<file path="src/rtl/vga_timing_gen.sv">
// VGA raster timing: pixel-rate enable, horizontal/vertical counters, sync/visible decodes,
// and a per-frame tick with a wrapping frame counter.
module vga_timing_gen #(
    parameter int CLK_DIV  = 4,
    parameter int H_SYNC   = 96,
    parameter int H_BP     = 48,
    parameter int H_ACTIVE = 640,
    parameter int H_FP     = 16,
    parameter int V_SYNC   = 2,
    parameter int V_BP     = 33,
    parameter int V_ACTIVE = 480,
    parameter int V_FP     = 10
) (
    input  logic        clk,
    input  logic        reset,
    output logic        pix_en,
    output logic [9:0]  hcount,
    output logic [9:0]  vcount,
    output logic        hsync,
    output logic        vsync,
    output logic        bright,
    output logic        frame_start,
    output logic [15:0] frame_count
);

    localparam int H_TOTAL = H_SYNC + H_BP + H_ACTIVE + H_FP;
    localparam int V_TOTAL = V_SYNC + V_BP + V_ACTIVE + V_FP;
    localparam int DIV_W   = (CLK_DIV > 2) ? $clog2(CLK_DIV) : 1;

    localparam logic [DIV_W-1:0] DIV_LAST = DIV_W'(CLK_DIV - 1);
    localparam logic [9:0]       H_LAST   = 10'(H_TOTAL - 1);
    localparam logic [9:0]       V_LAST   = 10'(V_TOTAL - 1);

    // 11-bit bounds so a visible window ending exactly at 1024 still compares correctly
    localparam logic [10:0] H_SYNC_END  = 11'(H_SYNC);
    localparam logic [10:0] V_SYNC_END  = 11'(V_SYNC);
    localparam logic [10:0] H_VIS_START = 11'(H_SYNC + H_BP);
    localparam logic [10:0] H_VIS_END   = 11'(H_SYNC + H_BP + H_ACTIVE);
    localparam logic [10:0] V_VIS_START = 11'(V_SYNC + V_BP);
    localparam logic [10:0] V_VIS_END   = 11'(V_SYNC + V_BP + V_ACTIVE);

    logic [DIV_W-1:0] div_q;
    logic [9:0]       hcount_q;
    logic [9:0]       vcount_q;
    logic [15:0]      frame_count_q;
    logic             h_last;
    logic             v_last;

    assign pix_en      = (div_q == DIV_LAST);
    assign h_last      = (hcount_q == H_LAST);
    assign v_last      = (vcount_q == V_LAST);
    assign frame_start = pix_en && h_last && v_last;

    always_ff @(posedge clk or negedge reset) begin
        if (!reset) begin
            div_q <= '0;
        end else if (pix_en) begin
            div_q <= '0;
        end else begin
            div_q <= div_q + 1'b1;
        end
    end

    // vcount only moves on the edge where hcount wraps
    always_ff @(posedge clk or negedge reset) begin
        if (!reset) begin
            hcount_q <= '0;
            vcount_q <= '0;
        end else if (pix_en) begin
            if (h_last) begin
                hcount_q <= '0;
                if (v_last) begin
                    vcount_q <= '0;
                end else begin
                    vcount_q <= vcount_q + 10'd1;
                end
            end else begin
                hcount_q <= hcount_q + 10'd1;
            end
        end
    end

    always_ff @(posedge clk or negedge reset) begin
        if (!reset) begin
            frame_count_q <= '0;
        end else if (frame_start) begin
            frame_count_q <= frame_count_q + 16'd1;
        end
    end

    // Decodes all come from the same registered counters, so they share one timing reference
    assign hsync  = ~({1'b0, hcount_q} < H_SYNC_END);
    assign vsync  = ~({1'b0, vcount_q} < V_SYNC_END);
    assign bright = ({1'b0, hcount_q} >= H_VIS_START) && ({1'b0, hcount_q} < H_VIS_END) &&
                    ({1'b0, vcount_q} >= V_VIS_START) && ({1'b0, vcount_q} < V_VIS_END);

    assign hcount      = hcount_q;
    assign vcount      = vcount_q;
    assign frame_count = frame_count_q;

endmodule
</file>
<file path="config.mk">
export PLATFORM = sky130hd
export DESIGN_NAME = vga_timing_gen
export DESIGN_NICKNAME = d
export VERILOG_FILES = /design/src/rtl/vga_timing_gen.sv
export SDC_FILE = /design/constraint.sdc
export NUM_CORES = 1
export LEC_CHECK = 0
export BUFFER_PORTS_ARGS = -buffer_cell sky130_fd_sc_hd__buf_2
export CAP_MARGIN = 30
export CORE_UTILIZATION = 36
export DETAILED_ROUTE_END_ITERATION = 7
export GPL_ROUTABILITY_DRIVEN = 0
export PLACE_DENSITY_LB_ADDON = 0.25
export SYNTH_ARGS = -nofsm -noshare
export SYNTH_HDL_FRONTEND = slang
export SYNTH_SLANG_ARGS = --single-unit
</file>
<file path="constraint.sdc">
create_clock -name clk -period 1.8 [get_ports clk]
set_input_delay 0.09 -clock clk [delete_from_list [all_inputs] [get_ports clk]]
set_output_delay 0.09 -clock clk [all_outputs]
set_load 0.01 [all_outputs]
</file>
Word level (Yosys, flattened, before mapping)
Index checks and enable logic that the tools add are counted.
{"block": "word_totals", "reg_bits": 38, "input_bits": 2, "output_inout_bits": 41, "elab_cells": 28}
{"block": "classes", "addsub": 4, "magnitude_cmp": 6, "eq_ne": 3, "muxes": 3, "bitwise": 2, "reduce_logical": 6}
{"op": "10-bit by 1-bit adder with 10-bit output (second input constant)", "n": 2}
{"op": "10-bit == test (second input constant)", "n": 2}
{"op": "10-bit < comparator (second input constant)", "n": 2}
{"op": "10-bit 2-to-1 mux", "n": 2}
{"op": "16-bit by 1-bit adder with 16-bit output (second input constant)", "n": 1}
{"op": "10-bit by 6-bit >= comparator with 1-bit output (second input constant)", "n": 1}
{"op": "10-bit by 8-bit >= comparator with 1-bit output (second input constant)", "n": 1}
{"op": "10-bit by 2-bit < comparator with 1-bit output (second input constant)", "n": 1}
{"op": "10-bit by 7-bit < comparator with 1-bit output (second input constant)", "n": 1}
{"op": "1-bit logical AND", "n": 5}
{"op": "2-bit by 1-bit adder with 2-bit output (second input constant)", "n": 1}
{"op": "2-bit == test (second input constant)", "n": 1}
{"op": "2-bit 2-to-1 mux", "n": 1}
{"op": "1-bit NOT", "n": 2}
{"op": "2-bit AND reduction", "n": 1}

Depth between registers and ports, before layout
Gate-level depths: netlist (run 1).
{"block": "depth", "depth_word": 4, "ltp_mapped": 9, "mapped_depth_nobuf": 8}

Worst setup path before layout (run 1)
Ideal clock, no wire load.
{"block": "synth_timing", "kind": "register -> register", "startpoint": "register div_q[0]", "endpoint": "register vcount_q[9], in the netlist vcount[9]", "setup_time_ps": 80, "arrival_time_ps": 1841, "required_ps": 1720, "path_slack_ps": -121, "stages_incl_launch_ff": 10, "path_buffers": 3, "period_less_slack_ps": 1921, "path_cell_list": "dfrtp_1 > ha_1 > buf_4 > and4_1 > buf_2 > and4_4 > buf_6 > nand3_2 > nor3_2 > mux2i_1"}
{"block": "synth_via", "elab_chain_len": 2}
{"item": "from (decl)", "line": "42", "text": "logic [DIV_W-1:0] div_q;"}
{"item": "from (signal assigned)", "line": "60", "text": "div_q <= div_q + 1'b1;"}
{"item": "2-bit == test", "line": "49", "text": "assign pix_en = (div_q == DIV_LAST);"}
{"item": "net pix_en", "line": "16", "text": "output logic pix_en,"}
{"item": "2-bit AND reduction (no line)"}
{"item": "to (signal assigned)", "line": "75", "text": "vcount_q <= vcount_q + 10'd1;"}
{"item": "to (decl)", "line": "44", "text": "logic [9:0] vcount_q;"}
The timed path passes the listed nets, and every way through them passes these cells.
A chain may end at the register's enable or synchronous reset.

Final worst setup path (run 1)
{"block": "layout_timing", "startpoint": "register vcount_q[0], in the netlist vcount[0]", "endpoint": "output port bright"}
{"block": "layout_via", "elab_chain_len": 3, "word_cells_on_any_way": 4, "cone_classes": "2 x order compare; 2 x reduce/logical"}
{"item": "10-bit by 6-bit >= comparator with 1-bit output", "line": "95", "text": "({1'b0, vcount_q} >= V_VIS_START) && ({1'b0, vcount_q} < V_VIS_END);"}
{"item": "1-bit logical AND", "line": "94", "text": "assign bright = ({1'b0, hcount_q} >= H_VIS_START) && ({1'b0, hcount_q} < H_VIS_END) &&"}
{"item": "1-bit logical AND (*)", "line": "95"}
{"item": "to (decl)", "line": "21", "text": "output logic bright,"}
Every way passes the cells marked *; elsewhere a longest branch is shown, timed or not.

==> results of run 1 <==
## cell type report
class / instances / area [um^2] / share of cell area [%]
well taps: 70 / 87.6 / 3.29
inverters: 13 / 48.8 / 1.83
clock buffers: 7 / 86.3 / 3.24
clock inverters: 1 / 5.00 / 0.188
flip-flops and latches: 38 / 951 / 35.7
repair buffers: 74 / 467 / 17.5
multi-input cells: 137 / 1020 / 38.2
## worst paths after layout
kind                                        end  slack [ps]  depth (start not counted)
worst max register to register   frame_count[6]         -30                          9
worst max-delay path                     bright        -130                          7
worst min-delay path                  hcount[9]         370                          3
min in group clk                frame_count[15]         460                          1
worst min register to register  frame_count[15]         460                          1
max in group asynchronous        frame_count[0]        1090                          3
## stage by stage
stage          instance area (um^2)  cells  util (%)
6_report                       2660    340      51.2
5_1_grt                        2660    340      51.2
4_1_cts                        2610    339      50.1
3_5_place_dp                   2430    323      46.8
3_3_place_gp                   2430    323      46.8
2_1_floorplan                  2010    195         -
## synthesized netlist by cell type, drive strengths merged (3+ instances only)
cell type / n
nand2: 19
nand3: 18
xnor2: 16
buf: 5
and4: 4
xor2: 10
nor3: 6
ha: 6
nand4: 4
or4: 3
dfrtp: 38
inv: 13
nor2: 24
o21ai: 7
## worst max-delay path, delay by kind of cell (launching register included)
kind / cells / cell delay (ps)
AND/OR/NAND/NOR: 2 / 460
buffers and inverters: 1 / 150
adder cells (fa/ha/maj): 1 / 190
flip-flops: 1 / 390
AO/OA/AOI/OAI: 3 / 370
## state kept, by name (all words and copies together), names as in the netlist
name / count
div_q: 2
vcount: 10
frame_count: 16
hcount: 10
## layer usage
metal	global-route usage, %	share of wire, %	vias to the layer above
met2	23.7	44	34
li1	-	-	813
met5	0	0	-
met4	4.62	1.1	0
met3	4.79	4.9	5
met1	22.1	50	791
## what timing repair did
item,4_1_cts,5_1_grt
gates cloned,0,0
endpoints found under the setup margin,2,21
gates resized for setup,5,17
hold buffers,1,0
hold endpoints to repair,38,0
pin swaps,4,6
buffers inserted,7,2
## logic make-up (layout without fill, tap and decap cells)
logic type | after synthesis | after routing
compound gates | 15 | 15
flops | 38 | 38
buf+inv | 20 | 95
fa+ha+maj | 6 | 6
simple gates | 87 | 87
mux | 3 | 3
xor+xnor | 26 | 26
## power by group through the flow
stage	clock network (uW)	registers [uW]	logic, uW
2_1_floorplan	0	870	0.000410
3_3_place_gp	0	870	20.3
5_1_grt	663	853	24.5
4_1_cts	623	853	22.1
6_report	605	853	19.9
3_5_place_dp	0	870	20.4
==> impl_metrics.yaml, run 1 <==
run_status:
  status: "finished with violations"
  violations: "setup timing"
floorplan:
  fp.dieH_um: 76.4
  dieWidth_um: 76.4
  start_util_pct: 38.3
  core_mm2: 0.00520
  rows: 26
  die-area_mm2: 0.00583
  ioPinCount: 43
grt:
  grt_max_degree: 39
  first_global_vias: 1563
  grt_usage_pct: 15.9
  globalRouteOverflowTotal: 0
  antenna_found_initial: 0
  grt_pass1_wl_um: 7370
critical_path:
  critPathMaxFanout: 2
  worst_path_largest_cell_delay_ps: 390
  endpoint_kind: "output port"
  required_ps: 1710
  cp-start-kind: "flip-flop"
  reg2reg_from: "vcount[1]"
  startpoint: "vcount[0]"
  arrival_ps: 1840
  cpMaxStageDelayCell: "dfrtp_1"
  path_cells: "ha_2, or4_1, a21oi_1, nor2_1, a41oi_2, a311oi_1, buf_2"
  path_class: "flip-flop to output port"
synth:
  synth-xor-area-share_pct: 11.4
  ys_ff_latch: 38
  syn_nets: 203
  yosysWarningCount: 0
  synth_ff_type: "dfrtp_1"
  muxShareOfSynthArea_pct: 1.57
  avgSynthCellArea_um2: 10.2
  seq_area_frac_synth_pct: 47.7
  synthesis.area_mm2: 0.00199
  synth_top_family_by_area: "simple AND/OR/NAND/NOR gates"
  synth.area.top_cells: "dfrtp_1, xnor2_1, nor2_1"
  synth_edf_count: 0
  synth-simple-area-share_pct: 25.9
  synth_compound_area_share_pct: 5.03
  synthArstFlopShare_pct: 100
  ys_types: 42
  synth.top_cell.area_share_pct: 47.7
  synth_top_cell_by_area: "dfrtp_1"
  synth_adder_area_share_pct: 3.77
  syn_inst: 195
pwr:
  power_frac_clock_pct: 40.9
  power_leakage_uw: 0.00135
  intPower_uw: 1170
  seqPwrFrac_pct: 57.7
  p_comb_share_pct: 1.3
  p_per_area_mw_per_mm2: 555
  p_sw_uw: 312
  ir_worst_vdd_uv: 353
  total_power_uw: 1480
  switching_share_pct: 21.1
layout:
  area_growth_pct: 33.7
  fillers: 506
  finish.net_count: 277
  final_cell_mix: "buf_2, dfrtp_1, buf_4"
  drive_above_1_share_pct: 40.7
  final_common_cell: "buf_2"
  antenna_cells: 0
detailed_routing:
  num_vias: 1643
  wl_per_cell_um: 12.7
  ant_nets: 0
  initialDrtViolationCount: 54
  routed_wl_um: 4330
  drt_first_pass_iters: 4
  vias_per_cell: 4.83
  drc: 0
min_path:
  hold_path_class: "input port to async pin"
timing:
  hold_violations: 0
  fin_setup_tns_ps: -169
  post-route-period-util_pct: 107
  maxSlewHeadroom_pct: 68.1
  skew_ps: 11.4
  finalMaxSlewViolations: 0
  period_needed_ps: 1930
  setup_slack_ps: -135
  holdWs_ps: 373
  worstMarginPinSlew_ps: 478
  finalSetupViolations: 3
  rsz0062_at_grt: "yes"
  fmax_ghz: 0.517
clocking:
  clk_pin_slew_ps: 80
  htree_num_levels: 2
  cts_buffers: 5
  clk_root_buffer_cell: "clkbuf_8"
  clockBufferDepth: 2
  clk_latency_ps: 290
  cts_tree: "yes"
  clock-sinks: 38
placed_design:
  pre_cts_ws_ps: 71.1
  dpl.hpwl_um: 3090
  portBuffers: 42
job:
  cap_violations: 0
No activity file was read; power rests on OpenSTA's default activity.
==> run 2, diff against run 1 <==
--- a/config.mk
+++ b/config.mk
@@ -5,7 +5,7 @@
 export SDC_FILE = /design/constraint.sdc
 export NUM_CORES = 1
 export LEC_CHECK = 0
-export BUFFER_PORTS_ARGS = -buffer_cell sky130_fd_sc_hd__buf_2
+export BUFFER_PORTS_ARGS = -buffer_cell sky130_fd_sc_hd__clkbuf_2
 export CAP_MARGIN = 30
 export CORE_UTILIZATION = 36
 export DETAILED_ROUTE_END_ITERATION = 7
==> impl_metrics.yaml, run 2 (synthesis gave the netlist of run 1 again) <==
grt:
  grt_max_degree: 15
  grt_usage_pct: 15.6
  first_global_vias: 1544
  antenna_found_initial: 0
  grt_pass1_wl_um: 7210
  globalRouteOverflowTotal: 0
job:
  cap_violations: 0
timing:
  setup_slack_ps: -133
  hold_violations: 0
  finalMaxSlewViolations: 0
  skew_ps: 5.53
  period_needed_ps: 1930
  rsz0062_at_grt: "yes"
  fin_setup_tns_ps: -161
  worstMarginPinSlew_ps: 335
  maxSlewHeadroom_pct: 77.6
  finalSetupViolations: 3
  fmax_ghz: 0.517
  post-route-period-util_pct: 107
floorplan:
  core_mm2: 0.00520
  fp.dieH_um: 76.4
  ioPinCount: 43
  die-area_mm2: 0.00583
  rows: 26
  start_util_pct: 38.3
  dieWidth_um: 76.4
clocking:
  htree_num_levels: 2
  cts_buffers: 5
  clockBufferDepth: 2
  clk_latency_ps: 290
  clk_root_buffer_cell: "clkbuf_8"
  clock-sinks: 38
  clk_pin_slew_ps: 80
  cts_tree: "yes"
detailed_routing:
  vias_per_cell: 4.72
  drt_first_pass_iters: 4
  drc: 0
  routed_wl_um: 4300
  ant_nets: 0
  num_vias: 1619
  initialDrtViolationCount: 75
  wl_per_cell_um: 12.5
layout:
  multi_input_area_mm2: 0.00102
  area_growth_pct: 36.0
  final_util_pct: 52.0
  final_cell_mix: "clkbuf_2, dfrtp_1, buf_4"
  fillers: 513
  antenna_cells: 0
  final_common_cell: "clkbuf_2"
  largest_reg_flops: 16
  drive_above_1_share_pct: 40.3
  stdcell_area_mm2: 0.00271
  regArea_um2: 951
  finish.net_count: 280
pwr:
  p_comb_share_pct: 1.4
  intPower_uw: 1270
  power_frac_clock_pct: 44.9
  seqPwrFrac_pct: 53.7
  p_sw_uw: 323
  switching_share_pct: 20.3
  p_per_area_mw_per_mm2: 587
  ir_worst_vdd_uv: 304
  power_leakage_uw: 0.00133
critical_path:
  cp-start-kind: "flip-flop"
  path_class: "flip-flop to output port"
  required_ps: 1710
  regToRegEndpoint: "frame_count[13]"
  r2r_setup_slack_ps: -20
  arrival_ps: 1840
  reg2reg_from: "vcount[6]"
  critPathMaxFanout: 2
  startpoint: "vcount[0]"
  endpoint_kind: "output port"
  r2r_cells: 6
run_status:
  violations: "setup timing"
  status: "finished with violations"
placed_design:
  placed_area_mm2: 0.00244
  portBuffers: 42
  dpl.hpwl_um: 3140
min_path:
  hold_path_class: "input port to async pin"
## run 2: changes by cell type in the layout (fill, tap and decap cells not counted), sizes merged
cell and change:
buf -38, bufinv +1, clkbuf +39, clkinv +1
## run 2: worst max-delay path, cell delays in order, from the launching register on
cell and delay (ps):
dfrtp_1 390, ha_2 190, or4_1 390, a21oi_1 140, nor2_1 60, a41oi_2 190, a311oi_1 60, clkbuf_2 140
## run 2: power groups by stage
stage	sequential [uW]	combinational (uW)	clock [uW]
after floorplan	870	0.000410	0
after global placement	870	21.9	0
after detailed placement	870	22.6	0
after CTS	853	24.4	735
after global routing	853	27.0	769
final	853	22.4	714
## run 2: area by class of cell
type,count,area share [%]
Multi-Input combinational cell,137,37.8
Tap cell,70,3.23
Clock buffer,5,2.54
Inverter,13,1.80
Timing Repair Buffer,77,18.1
Sequential cell,38,35.1
Clock inverter,3,1.48
## run 2: worst max-delay path by stage
stage,to,slack [ps],depth (start not counted)
global route,bright,-210,7
global placement,bright,70,7
detailed placement,bright,30,7
floorplan,vcount[9],-3,9
finish,bright,-130,7
CTS,bright,-160,7
## run 2: per-layer routing
metal  part of all wire, %  track usage, %  vias up  routed length (um)
li1                      -               -      815                   -
met1                    49            20.8      766                2110
met2                    46            24.8       33                1970
met3                   4.0            3.35        5                 174
met4                   1.2            6.35        0                  50
met5                     0               0        -                   0
## run 2: per-stage QoR
| stage | std cells | worst slack (ps) | hold WS (ps) | power [uW] |
|---|---|---|---|---|
| 6_report | 343 | -133 | 226 | 1590 |
| 2_1_floorplan | 195 | -2.70 | -206 | 870 |
| 3_5_place_dp | 324 | 32.3 | 5.37 | 892 |
| 5_1_grt | 343 | -207 | 257 | 1650 |
| 3_3_place_gp | 324 | 66.5 | -0.666 | 892 |
| 4_1_cts | 338 | -156 | 227 | 1610 |
## run 2: repair_timing
item,CTS,global route
hold buffers,1,0
resized for setup,5,16
pin swaps,4,8
setup buffers,5,5
setup endpoints to repair,2,17
hold endpoints to repair,11,0
